$ cat config.mk
export PLATFORM = sky130hd
export DESIGN_NAME = snn_two_layer_seq
export DESIGN_NICKNAME = d
export VERILOG_FILES = /design/src/rtl/snn_pkg.sv /design/src/rtl/snn_lif_neuron.sv /design/src/rtl/snn_two_layer_seq.sv
export SDC_FILE = /design/constraint.sdc
export NUM_CORES = 2
export LEC_CHECK = 0
export CORE_AREA = 8 8 448 450
export CTS_CLUSTER_SIZE = 25
export DETAILED_ROUTE_END_ITERATION = 10
export DIE_AREA = 0 0 456 458
export GPL_TIMING_DRIVEN = 1
export PLACE_DENSITY = 0.34
export SLEW_MARGIN = 20
export SYNTH_ARGS = -nofsm -noshare
export SYNTH_HDL_FRONTEND = slang
export SYNTH_SLANG_ARGS = --single-unit
export TNS_END_PERCENT = 10
$ cat constraint.sdc
create_clock -name clk -period 16.75 [get_ports clk]
set_input_delay 2.5125 -clock clk [delete_from_list [all_inputs] [get_ports clk]]
set_output_delay 2.5125 -clock clk [all_outputs]
set_load 0.1 [all_outputs]
$ cat src/rtl/snn_pkg.sv
// ---------------------------------------------------------------------------
// snn_pkg
//   Shared definitions for the two-layer time-multiplexed LIF classifier.
//   - snn_state_e : sequencing FSM states of snn_two_layer_seq
//   - DEF_*       : default parameter values of the classifier
//   - sat_add     : signed add clamped to a mem_w-bit signed range
//
//   Optional build macro used by the neuron: SNN_SOFT_RESET_EN
//   (subtractive reset on fire instead of reset-to-zero).
// ---------------------------------------------------------------------------
package snn_pkg;

  localparam int DEF_N_IN       = 25;
  localparam int DEF_N_HID      = 5;
  localparam int DEF_N_OUT      = 2;
  localparam int DEF_W_W        = 8;
  localparam int DEF_MEM_W      = 16;
  localparam int DEF_THRESH     = 64;
  localparam int DEF_LEAK_SHIFT = 3;
  localparam int DEF_T_STEPS    = 8;

  typedef enum logic [2:0] {
    S_IDLE  = 3'd0,
    S_ACC1  = 3'd1,
    S_FIRE1 = 3'd2,
    S_ACC2  = 3'd3,
    S_FIRE2 = 3'd4,
    S_DONE  = 3'd5
  } snn_state_e;

  // Operands arrive sign-extended to 32 bits. The sum is formed one bit wider
  // than the operands so it can never wrap; for the membrane widths this block
  // supports (up to 30 bits) that is at least MEM_W+2 bits, and the clamp to
  // [-2^(mem_w-1), 2^(mem_w-1)-1] gives the same result as a MEM_W+2 bit sum.
  function automatic logic signed [31:0] sat_add(input logic signed [31:0] a,
                                                 input logic signed [31:0] b,
                                                 input int mem_w);
    logic signed [32:0] sum;
    logic signed [32:0] hi;
    logic signed [32:0] lo;
    sum = 33'(a) + 33'(b);
    hi  = (33'sd1 <<< (mem_w - 1)) - 33'sd1;
    lo  = -(33'sd1 <<< (mem_w - 1));
    if (sum > hi) begin
      return 32'(hi);
    end else if (sum < lo) begin
      return 32'(lo);
    end else begin
      return 32'(sum);
    end
  endfunction

endpackage

$ cat src/rtl/snn_lif_neuron.sv
// ---------------------------------------------------------------------------
// snn_lif_neuron
//   One leaky integrate-and-fire neuron holding a single signed membrane.
//   The owning sequencer presents one synaptic weight per accumulate cycle and
//   the bias on the fire cycle; the neuron never sequences anything itself.
//
//   Build macro: SNN_SOFT_RESET_EN
//     defined     -> on fire, membrane keeps the residual v - THRESH
//     not defined -> on fire, membrane is cleared to 0
//
//   Ports
//     clk, reset  : clock, synchronous active-high reset (clears mem and spike)
//     acc_en_i    : add weight_i to the membrane this cycle (saturating)
//     weight_i    : signed synaptic weight, W_W bits
//     fire_en_i   : leak, add bias, threshold, update spike (saturating)
//     bias_i      : signed bias, W_W bits
//     spk_o       : spike decided on the last fire cycle, held until the next
// ---------------------------------------------------------------------------
import snn_pkg::*;

module snn_lif_neuron #(
  parameter int W_W        = DEF_W_W,
  parameter int MEM_W      = DEF_MEM_W,
  parameter int THRESH     = DEF_THRESH,
  parameter int LEAK_SHIFT = DEF_LEAK_SHIFT
) (
  input  logic           clk,
  input  logic           reset,
  input  logic           acc_en_i,
  input  logic [W_W-1:0] weight_i,
  input  logic           fire_en_i,
  input  logic [W_W-1:0] bias_i,
  output logic           spk_o
);

  logic signed [MEM_W-1:0] mem_q, mem_d;
  logic                    spk_q, spk_d;
  logic signed [W_W-1:0]   w_s;
  logic signed [W_W-1:0]   b_s;
  logic signed [31:0]      fire_sum;
  logic                    fire;

  always_comb begin
    w_s = weight_i;
    b_s = bias_i;
    // v = mem + bias - (mem >>> LEAK_SHIFT); the leak uses the membrane as it
    // stands after this timestep's accumulation.
    fire_sum = sat_add(32'(mem_q), 32'(b_s) - 32'(mem_q >>> LEAK_SHIFT), MEM_W);
    fire     = (fire_sum >= 32'(THRESH));

    mem_d = mem_q;
    spk_d = spk_q;
    if (acc_en_i) begin
      mem_d = MEM_W'(sat_add(32'(mem_q), 32'(w_s), MEM_W));
    end else if (fire_en_i) begin
      spk_d = fire;
      if (fire) begin
`ifdef SNN_SOFT_RESET_EN
        // v >= THRESH > 0, so the residual is non-negative and always fits.
        mem_d = MEM_W'(fire_sum - 32'(THRESH));
`else
        mem_d = '0;
`endif
      end else begin
        mem_d = fire_sum[MEM_W-1:0];
      end
    end
  end

  always_ff @(posedge clk) begin
    if (reset) begin
      mem_q <= '0;
      spk_q <= 1'b0;
    end else begin
      mem_q <= mem_d;
      spk_q <= spk_d;
    end
  end

  assign spk_o = spk_q;

endmodule

$ cat src/rtl/snn_two_layer_seq.sv
// ---------------------------------------------------------------------------
// snn_two_layer_seq
//   Time-multiplexed two-layer LIF spiking classifier. Each accepted pulse runs
//   one timestep: layer 1 integrates the latched input spikes one input per
//   cycle and fires, then layer 2 integrates the hidden spikes one per cycle
//   and fires. Output spikes are counted over T_STEPS timesteps and the argmax
//   (ties to lowest index) is reported with a one-cycle valid strobe.
//
//   Build macro: SNN_SOFT_RESET_EN (subtractive reset in every neuron).
//
//   Ports
//     clk, reset    : clock, synchronous active-high reset (top priority)
//     pulse         : timestep strobe, accepted only in IDLE
//     pixel_spk     : input spikes, captured on the accepting edge
//     weights_l1    : input i -> hidden j at [(j*N_IN+i)*W_W +: W_W], signed
//     bias_l1       : hidden j at [j*W_W +: W_W], signed
//     weights_l2    : hidden i -> output j at [(j*N_HID+i)*W_W +: W_W], signed
//     bias_l2       : output j at [j*W_W +: W_W], signed
//     spk_out_l2    : output spikes of the latest timestep, held
//     step_done     : one-cycle strobe, N_IN+N_HID+3 cycles after acceptance
//     result_valid  : one-cycle strobe with step_done every T_STEPS timesteps
//     result_class  : argmax of output spike counts, held
//     busy          : high whenever the FSM is outside IDLE
//     overrun       : sticky, set by any pulse that arrives while busy
//
//   Handshake: there is no back-pressure. A pulse is taken only when busy is
//   low; a pulse while busy is dropped and recorded in overrun. Weight and bias
//   buses are read live and must stay stable while busy.
// ---------------------------------------------------------------------------
module snn_two_layer_seq import snn_pkg::*; #(
  parameter int N_IN       = DEF_N_IN,
  parameter int N_HID      = DEF_N_HID,
  parameter int N_OUT      = DEF_N_OUT,
  parameter int W_W        = DEF_W_W,
  parameter int MEM_W      = DEF_MEM_W,
  parameter int THRESH     = DEF_THRESH,
  parameter int LEAK_SHIFT = DEF_LEAK_SHIFT,
  parameter int T_STEPS    = DEF_T_STEPS
) (
  input  logic                        clk,
  input  logic                        reset,
  input  logic                        pulse,
  input  logic [N_IN-1:0]             pixel_spk,
  input  logic [N_IN*N_HID*W_W-1:0]   weights_l1,
  input  logic [N_HID*W_W-1:0]        bias_l1,
  input  logic [N_HID*N_OUT*W_W-1:0]  weights_l2,
  input  logic [N_OUT*W_W-1:0]        bias_l2,
  output logic [N_OUT-1:0]            spk_out_l2,
  output logic                        step_done,
  output logic                        result_valid,
  output logic [((N_OUT > 1) ? $clog2(N_OUT) : 1)-1:0] result_class,
  output logic                        busy,
  output logic                        overrun
);

  localparam int IDX_MAX = (N_IN > N_HID) ? N_IN : N_HID;
  localparam int IDX_W   = (IDX_MAX > 1) ? $clog2(IDX_MAX) : 1;
  localparam int CNT_W   = $clog2(T_STEPS + 1);
  localparam int CLS_W   = (N_OUT > 1) ? $clog2(N_OUT) : 1;

  snn_state_e         state_q;
  logic [IDX_W-1:0]   idx_q;
  logic [N_IN-1:0]    pix_q;
  logic [CNT_W-1:0]   step_q;
  logic [CNT_W-1:0]   cnt_q   [N_OUT];
  logic               step_done_q;
  logic               result_valid_q;
  logic [CLS_W-1:0]   class_q;
  logic               overrun_q;

  logic [N_HID-1:0]   hid_spk;
  logic [N_OUT-1:0]   out_spk;

  logic               acc1_en, acc2_en, fire1_en, fire2_en;
  logic [W_W-1:0]     w1_sel  [N_HID];
  logic [W_W-1:0]     w2_sel  [N_OUT];
  logic [CNT_W-1:0]   cnt_inc [N_OUT];
  logic [CNT_W-1:0]   best_cnt;
  logic [CLS_W-1:0]   best_idx;

  // Serial index decode: the current input (or hidden neuron) gates the
  // accumulate, and each neuron sees its own weight for that index.
  always_comb begin
    acc1_en  = 1'b0;
    acc2_en  = 1'b0;
    fire1_en = (state_q == S_FIRE1);
    fire2_en = (state_q == S_FIRE2);
    for (int j = 0; j < N_HID; j++) begin
      w1_sel[j] = '0;
    end
    for (int j = 0; j < N_OUT; j++) begin
      w2_sel[j] = '0;
    end
    for (int i = 0; i < N_IN; i++) begin
      if (int'(idx_q) == i) begin
        acc1_en = (state_q == S_ACC1) && pix_q[i];
        for (int j = 0; j < N_HID; j++) begin
          w1_sel[j] = weights_l1[(j*N_IN + i)*W_W +: W_W];
        end
      end
    end
    for (int i = 0; i < N_HID; i++) begin
      if (int'(idx_q) == i) begin
        acc2_en = (state_q == S_ACC2) && hid_spk[i];
        for (int j = 0; j < N_OUT; j++) begin
          w2_sel[j] = weights_l2[(j*N_HID + i)*W_W +: W_W];
        end
      end
    end
  end

  // Counts are bumped in DONE from the held output spikes, so the argmax in
  // the final DONE cycle already includes the last timestep.
  always_comb begin
    for (int j = 0; j < N_OUT; j++) begin
      cnt_inc[j] = cnt_q[j] + CNT_W'(out_spk[j]);
    end
    best_idx = '0;
    best_cnt = cnt_inc[0];
    for (int j = 1; j < N_OUT; j++) begin
      if (cnt_inc[j] > best_cnt) begin
        best_idx = CLS_W'(j);
        best_cnt = cnt_inc[j];
      end
    end
  end

  for (genvar j = 0; j < N_HID; j++) begin : g_hid
    snn_lif_neuron #(
      .W_W       (W_W),
      .MEM_W     (MEM_W),
      .THRESH    (THRESH),
      .LEAK_SHIFT(LEAK_SHIFT)
    ) u_neuron (
      .clk      (clk),
      .reset    (reset),
      .acc_en_i (acc1_en),
      .weight_i (w1_sel[j]),
      .fire_en_i(fire1_en),
      .bias_i   (bias_l1[j*W_W +: W_W]),
      .spk_o    (hid_spk[j])
    );
  end

  for (genvar j = 0; j < N_OUT; j++) begin : g_out
    snn_lif_neuron #(
      .W_W       (W_W),
      .MEM_W     (MEM_W),
      .THRESH    (THRESH),
      .LEAK_SHIFT(LEAK_SHIFT)
    ) u_neuron (
      .clk      (clk),
      .reset    (reset),
      .acc_en_i (acc2_en),
      .weight_i (w2_sel[j]),
      .fire_en_i(fire2_en),
      .bias_i   (bias_l2[j*W_W +: W_W]),
      .spk_o    (out_spk[j])
    );
  end

  always_ff @(posedge clk) begin
    if (reset) begin
      state_q        <= S_IDLE;
      idx_q          <= '0;
      pix_q          <= '0;
      step_q         <= '0;
      step_done_q    <= 1'b0;
      result_valid_q <= 1'b0;
      class_q        <= '0;
      overrun_q      <= 1'b0;
      for (int j = 0; j < N_OUT; j++) begin
        cnt_q[j] <= '0;
      end
    end else begin
      step_done_q    <= 1'b0;
      result_valid_q <= 1'b0;
      if (pulse && (state_q != S_IDLE)) begin
        overrun_q <= 1'b1;
      end
      case (state_q)
        S_IDLE: begin
          if (pulse) begin
            pix_q   <= pixel_spk;
            idx_q   <= '0;
            state_q <= S_ACC1;
          end
        end
        S_ACC1: begin
          if (idx_q == IDX_W'(N_IN - 1)) begin
            idx_q   <= '0;
            state_q <= S_FIRE1;
          end else begin
            idx_q <= idx_q + 1'b1;
          end
        end
        S_FIRE1: begin
          state_q <= S_ACC2;
        end
        S_ACC2: begin
          if (idx_q == IDX_W'(N_HID - 1)) begin
            idx_q   <= '0;
            state_q <= S_FIRE2;
          end else begin
            idx_q <= idx_q + 1'b1;
          end
        end
        S_FIRE2: begin
          state_q <= S_DONE;
        end
        S_DONE: begin
          // The strobes are registered here, so they appear one cycle after
          // DONE, i.e. N_IN+N_HID+3 edges after the accepting edge.
          step_done_q <= 1'b1;
          state_q     <= S_IDLE;
          if (step_q == CNT_W'(T_STEPS - 1)) begin
            result_valid_q <= 1'b1;
            class_q        <= best_idx;
            step_q         <= '0;
            for (int j = 0; j < N_OUT; j++) begin
              cnt_q[j] <= '0;
            end
          end else begin
            step_q <= step_q + 1'b1;
            for (int j = 0; j < N_OUT; j++) begin
              cnt_q[j] <= cnt_inc[j];
            end
          end
        end
        default: begin
          state_q <= S_IDLE;
        end
      endcase
    end
  end

  assign spk_out_l2   = out_spk;
  assign step_done    = step_done_q;
  assign result_valid = result_valid_q;
  assign result_class = class_q;
  assign busy         = (state_q != S_IDLE);
  assign overrun      = overrun_q;

endmodule

; ---- After elaboration in Yosys (flattened, before gate mapping)
; Memory sizes are Yosys's and may differ from the RTL's.
; Index checks and enable logic that the tools add are counted.
[totals]
reg_bits = 160
elab_cells = 302
n_memories = 1
in_bits = 1164
output_inout_bits = 7
mem_bits_rw = 8
[classes]
n_addsub = 25
bitwise = 6
n_lt_le_gt_ge = 36
n_reduce_logical = 43
mux = 134
eq_ne = 35
[mem_list]
columns = memory, words, width, read_ports, rd_clocked_by_memory_dff, wr, line
row1 = cnt_q, 2, 4, 2, 0, 2, snn_two_layer_seq.sv:65  ; logic [CNT_W-1:0] cnt_q [N_OUT];
[ops]
columns = op, count
row1 = 40-bit 2-to-1 mux, 25
row2 = 16-bit 2-to-1 mux, 40
row3 = 32-bit 2-to-1 mux, 14
row4 = 33-bit by 16-bit > comparator with 1-bit output (second input constant), 7
row5 = 33-bit by 16-bit less-than comparator with 1-bit output (second input constant), 7
row6 = 32-bit by 8-bit >= comparator with 1-bit output (second input constant), 7
row7 = 16-bit by 14-bit adder with 17-bit output, 7
row8 = 16-bit by 8-bit adder with 17-bit output, 7
row9 = 17-bit by 16-bit > comparator with 1-bit output (second input constant), 7
row10 = 17-bit by 16-bit less-than comparator with 1-bit output (second input constant), 7
row11 = 8-bit by 13-bit subtractor with 14-bit output, 7
row12 = 5-bit equality test (second input constant), 17
row13 = 1-bit 2-to-1 mux, 42
row14 = 1-bit logical AND, 31
row15 = 5-bit by 4-bit equality test with 1-bit output (second input constant), 5
row16 = 4-bit 2-to-1 mux, 5
row17 = 5-bit by 3-bit equality test with 1-bit output (second input constant), 3
row18 = 5-bit 2-to-1 mux, 3
row19 = 3-bit one-hot mux with 5 select lines, 1
row20 = 5-bit one-hot mux with 3 select lines, 1
row21 = 2-bit AND reduction, 5
row22 = 3-bit 2-to-1 mux, 3
row23 = 4-bit by 1-bit adder with 4-bit output, 2
row24 = 3-bit by 2-bit equality test with 1-bit output (second input constant), 2
row25 = 16 further kinds, 24

; ---- Depth between registers and ports, before layout
[logic_depth]
depth_word = 31
mapped_depth = 28
depth_no_buf = 23

; ---- Cells and area by module
; From an unflattened synthesis, not the netlist that was laid out.
[unflattened]
hier_cells = 4616
area_unflattened_um2 = 34018.9
[by_module_without_submodules]
columns = module, area_each_um2, n_inst, cells_per_inst
row1 = snn_lif_neuron (g_hid[1].u_neuron ...), 3120.5, 4, 394
row2 = snn_two_layer_seq, 12087.8, 1, 1849
row3 = snn_lif_neuron (g_out[1].u_neuron), 3225.6, 1, 398
row4 = snn_lif_neuron (g_hid[0].u_neuron), 3169.3, 1, 392
row5 = snn_lif_neuron (g_hid[3].u_neuron), 3054.2, 1, 401

; ---- Worst setup path before layout
; OpenSTA, ideal clock, no wires.
[synth_timing]
kind = input port to flip-flop
from = in weights_l1[207]
to = reg g_hid[1].u_neuron.mem_q[10]
n_path_buf = 2
setup_ps = 136
setup_slack_ps = 10241
required_time_ps = 16614
arrival_time_ps = 6373
stages = 19
path_cell_list = a221o_1 > o211ai_1 > a2111oi_0 > o21ai_0 > a211oi_1 > o21ai_1 > a31oi_1 > ha_1 > clkbuf_1 > a21oi_1 > nor2b_1 > or3_1 > o221a_2 > a211oi_1 > mux2_2 > nor2_2 > buf_2 > a221oi_1 > o22ai_1
[synth_via]
elab_chain_cells = 30
[synth_lines]
columns = element, line
row1 = from (decl), snn_two_layer_seq.sv:44  ; input logic [N_IN*N_HID*W_W-1:0] weights_l1,
row2 = 40-bit 2-to-1 mux (*) (25 in a row), snn_two_layer_seq.sv:95  ; if (int'(idx_q) == i) begin
row3 = 16-bit by 8-bit adder with 17-bit output (*), snn_pkg.sv:41  ; sum = 33'(a) + 33'(b);
row4 = 17-bit by 16-bit less-than comparator with 1-bit output, snn_pkg.sv:46  ; end else if (sum < lo) begin
row5 = 16-bit 2-to-1 mux, snn_pkg.sv:46
row6 = 16-bit 2-to-1 mux (*), snn_pkg.sv:44  ; if (sum > hi) begin
row7 = 16-bit 2-to-1 mux (*), snn_lif_neuron.sv:53  ; if (acc_en_i) begin
row8 = to (signal assigned), snn_lif_neuron.sv:75  ; mem_q <= mem_d;
row9 = to (decl), snn_lif_neuron.sv:36  ; logic signed [MEM_W-1:0] mem_q, mem_d;
; Mark *: on every way between the ends. The rest lies on a longest branch, timed or not.
; A chain may end at the register's enable or synchronous reset.

; ---- Final worst setup path
[layout_timing]
from = reg idx_q[3]
to = reg g_hid[3].u_neuron.mem_q[0]
[layout_via]
elab_chain_cells = 31
[layout_lines]
columns = element, line
row1 = from (decl), snn_two_layer_seq.sv:62  ; logic [IDX_W-1:0] idx_q;
row2 = from (signal assigned), snn_two_layer_seq.sv:194  ; idx_q <= idx_q + 1'b1;
row3 = from (signal assigned), snn_two_layer_seq.sv:205  ; idx_q <= idx_q + 1'b1;
row4 = 5-bit logical NOT, snn_two_layer_seq.sv:95
row5 = 40-bit 2-to-1 mux (25 in a row), snn_two_layer_seq.sv:95
row6 = 16-bit by 8-bit adder with 17-bit output, snn_pkg.sv:41
row7 = 17-bit by 16-bit less-than comparator with 1-bit output, snn_pkg.sv:46
row8 = 16-bit 2-to-1 mux, snn_pkg.sv:46
row9 = 16-bit 2-to-1 mux, snn_pkg.sv:44
row10 = 16-bit 2-to-1 mux, snn_lif_neuron.sv:53
row11 = to (signal assigned), snn_lif_neuron.sv:75
row12 = to (decl), snn_lif_neuron.sv:36
; Several ways; a longest one is shown, not always the timed one.

==> results.md <==
- Total negative slack for setup checks: 0 ps
- HP Class: reg2reg
- Pin count of the biggest net entering global routing: roughly 80
- Mean Syn Cell Area: a little over 7 µm²
- Number of detailed-routing iterations run before antenna repair: 6
- Number of cells upsized or downsized after cts: 0
- Clock sink count: between 150 and 200
- Max Fanout on Critical Path: 30
- Post-synth ARST share: 0%
- Total GRT Usage: between 20 and 30%
- Leakage power total: roughly 19 nW
- CTS tree: done
- Number of synthesized register bits: between 150 and 200
- Die Wd: roughly 460 µm
- Final Net Count: around 7100
- Post-route fraction of the period consumed by the critical path: ~54%
- Critical path start-end classification: reg2reg
- Post-detailed-routing wire length: roughly 280000 µm
- # DRC: 0
- Worst setup slack before clock tree synthesis: approximately 7400 ps
- Detailed-placement wirelength estimate: 239000 µm
- Overall power: between 0.002 and 0.003 W
- Maximum vdd ir drop: between 0.07 and 0.08 mV
- Area growth from synthesis to layout: 50.3%
- Final Slew Violations: 0
- Number of clock buffers inserted by TritonCTS: 17
- Latest clock arrival within the worst-skew pair: ~540 ps
- Stage delay of the slowest cell on the critical path: roughly 930 ps
- Master of the slowest instance on the critical path: a2111oi_4
- Die area: 209000 µm²
- Number of antenna violations at the first check in global routing: 90
- Cell area after placement: between 40000 and 50000 µm²
- Cell area after synthesis: ~32000 µm²
- Synth Instances: between 4000 and 5000
- Post-route worst setup slack: between 7000 and 8000 ps
- I/O Pins: around 1200
- Overflow after GRT: 0
- Final hold vios: 0
- Wire length of the first global-routing pass: 372000 µm
- Via density per instance: just over 5
- Total via count after detailed routing: 41100
- Leading register cell type out of synthesis: dfxtp_1
- Data arrival time of the critical path: 9530 ps
- Depth of the CTS H-tree: 4
- P per Cell Area: 52.8 nW/µm²
- Wire per inst: about 35 µm
- Max Fclk: around 110 MHz
- Number of failing setup endpoints in the final timing report: 0
- Slew Limit Headroom: ~14%
- Shortest clock period the worst path allows after layout: 9030 ps
- Outcome: complete, no violations
- Clock transition at the registers of the reported paths: 90 ps
- Core region area: approximately 190000 µm²
- Global placement routability congestion: 0.906
- Effective utilization at floorplan: between 10% and 20%
- # rows: about 160
- Reported max-cap violation count: 0
- Count of buffers inserted at the top-level ports: between 1000 and 1500
- Cell depth of the worst min-delay path: 2
- Yosys warnings: 0
- Sequential cell area fraction in the yosys report: between 10 and 15%
- Hold slack: around 460 ps
- RSZ-0062 raised after global routing: false
- Worst endpoint required time: around 17000 ps
- Worst Skew: 15.6 ps
- Die Y-Extent: approximately 460 µm
- Synthesized Nets: approximately 6000
- Category of the worst setup path launch point: flop
- CTS Hold Bufs: 0
- Worst slew pin tran: 1270 ps
- Category of the worst setup path capture point: flop
- Number of enable flip-flop cells after synthesis: 8
- Fraction of layout cells with a size suffix above 1: 6.28%
- Number of cells on the worst reg-to-reg path: 21
- Ordered list of cells on the worst path: buf_4 -> or4b_1 -> nor2_4 -> buf_4 -> a221o_1 -> o211ai_1 -> a21oi_1 -> nor2_1 -> o21ai_0 -> o2111ai_1 -> a21oi_2 -> ha_1 -> a21o_1 -> a221oi_1 -> nor2_1 -> nor4_1 -> xor2_1 -> a2111oi_4 -> o21ai_0 -> a21oi_1 -> a21o_1
- Buffer type at the clock tree root: clkbuf_16
- Antenna-violating nets left: 0
- Number of DRC markers after the initial detailed-route iteration: around 3300
- Post-CTS setup buffer count: 0
- Buffers from clock root to sink, at most: 2
- Number of global-route vias before repair: between 40000 and 50000
- Cell area after layout: 47900 µm²
- Synth unique cells: 120
state kept, by name (all words and copies together) (netlist names):
| name | flops |
|---|---|
| overrun | 1 |
| g_hid.u_neuron.mem_q | 80 |
| result_class | 1 |
| result_valid | 1 |
| idx_q | 5 |
| g_out.u_neuron.spk_o | 2 |
| pix_q | 25 |
| g_out.u_neuron.mem_q | 32 |
| state_q | 3 |
| step_q | 4 |
| g_hid.u_neuron.spk_o | 5 |
| cnt_q | 8 |
| step_done | 1 |
synthesized netlist by cell type (46+ instances only):
library cell / instances / area share (%)
a211oi_1: 73 / 1.7
a21o_1: 80 / 1.9
a21oi_1: 399 / 6.3
a221o_1: 68 / 2.1
a221oi_1: 121 / 3.3
a22oi_1: 80 / 1.9
a31oi_1: 91 / 1.8
clkbuf_1: 195 / 2.3
dfxtp_1: 160 / 10
fa_1: 112 / 7.0
ha_1: 259 / 10
inv_1: 457 / 5.4
nand2_1: 340 / 4.0
nand3_1: 79 / 1.2
nor2_1: 337 / 4.0
nor3_1: 81 / 1.3
o211ai_1: 65 / 1.5
o21a_1: 49 / 1.2
o21ai_0: 284 / 4.5
o221ai_1: 46 / 1.3
o22ai_1: 114 / 2.2
or3_1: 49 / 0.96
xnor2_1: 114 / 3.1
xor2_1: 68 / 1.9
worst max-delay path: cells and delay by family (launching register included):
family / cells / cell delay (ps)
AND/OR/NAND/NOR: 5 / 2160
flip-flops: 1 / 510
AO/OA/AOI/OAI: 12 / 4760
XOR/XNOR: 1 / 260
buffers and inverters: 2 / 810
adder cells (fa/ha/maj): 1 / 420
final timing paths:
path	startpoint	to	slack, ps
worst min register to register	pix_q[10]$_SDFFE_PP0P_	pix_q[10]$_SDFFE_PP0P_	460
worst max register to register	idx_q[3]$_SDFFE_PP0P_	g_hid[3].u_neuron.mem_q[0]$_SDFFE_PP0P_	7720
worst min-delay path	pix_q[10]$_SDFFE_PP0P_	pix_q[10]$_SDFFE_PP0P_	460
worst max-delay path	idx_q[3]$_SDFFE_PP0P_	g_hid[3].u_neuron.mem_q[0]$_SDFFE_PP0P_	7720
where the power goes:
group | leakage [nW] | switching (W) | total, W | internal (W)
Clock | 0.302 | 0.000225 | 0.000469 | 0.000244
Sequential | 1.38 | 0.0000194 | 0.000435 | 0.000415
Combinational | 16.8 | 0.000912 | 0.00163 | 0.000713
Total | 18.5 | 0.00116 | 0.00253 | 0.00137
per-stage QoR:
step	utilization [%]	instances
floorplan	-	4440
global placement	24.4	8034
detailed placement	24.4	8037
CTS	24.7	8069
global route	24.7	8082
finish	24.8	8095
layer usage:
metal / vias up / routed length [µm] / track usage (%)
li1: 18800 / - / -
met1: 20600 / 119000 / 31.6
met2: 1446 / 140000 / 45.4
met3: 223 / 15600 / 4.95
met4: 32 / 7970 / 6.30
met5: - / 199 / 0
layout make-up:
class / count / area, µm²
Fill cell: 21600 / 146000
Multi-Input combinational cell: 3548 / 26000
Timing Repair Buffer: 1322 / 12900
Sequential cell: 168 / 3450
Tap cell: 2542 / 3180
Inverter: 458 / 1720
Clock buffer: 19 / 443
Clock inverter: 13 / 185
Antenna cell: 25 / 62.6
cell families (layout without fill, tap and decap cells):
| group | count (synthesis) | in the layout | share of synthesized area, % |
|---|---|---|---|
| AOI/OAI and AO/OA | 1786 | 1786 | 38.7 |
| muxes | 5 | 5 | 0.161 |
| DFF | 168 | 168 | 10.8 |
| and+or+nand+nor | 1172 | 1172 | 18.2 |
| xor gates and xnor gates | 182 | 182 | 5.00 |
| adders and majority gates | 403 | 403 | 18.2 |
| buffers and inverters | 724 | 1812 | 8.97 |
| other | 0 | 25 | 0 |
layout by cell type, fill, tap and decap left out, types with 65 or more instances in the layout:
cell type and count:
o22ai_1 114, a221o_1 68, buf_4 150, a221oi_1 119, a22oi_1 80, dfxtp_1 157
fa_1 112, nand2_1 337, a21oi_1 398, xor2_1 68, o211ai_1 65, a211oi_1 72
nor2_1 325, nand3_1 75, nor3_1 78, ha_1 254, inv_1 456, clkdlybuf4s50_1 1169
xnor2_1 113, a31oi_1 86, o21ai_0 280, a21o_1 80
Power figures use the tool's default switching activity.
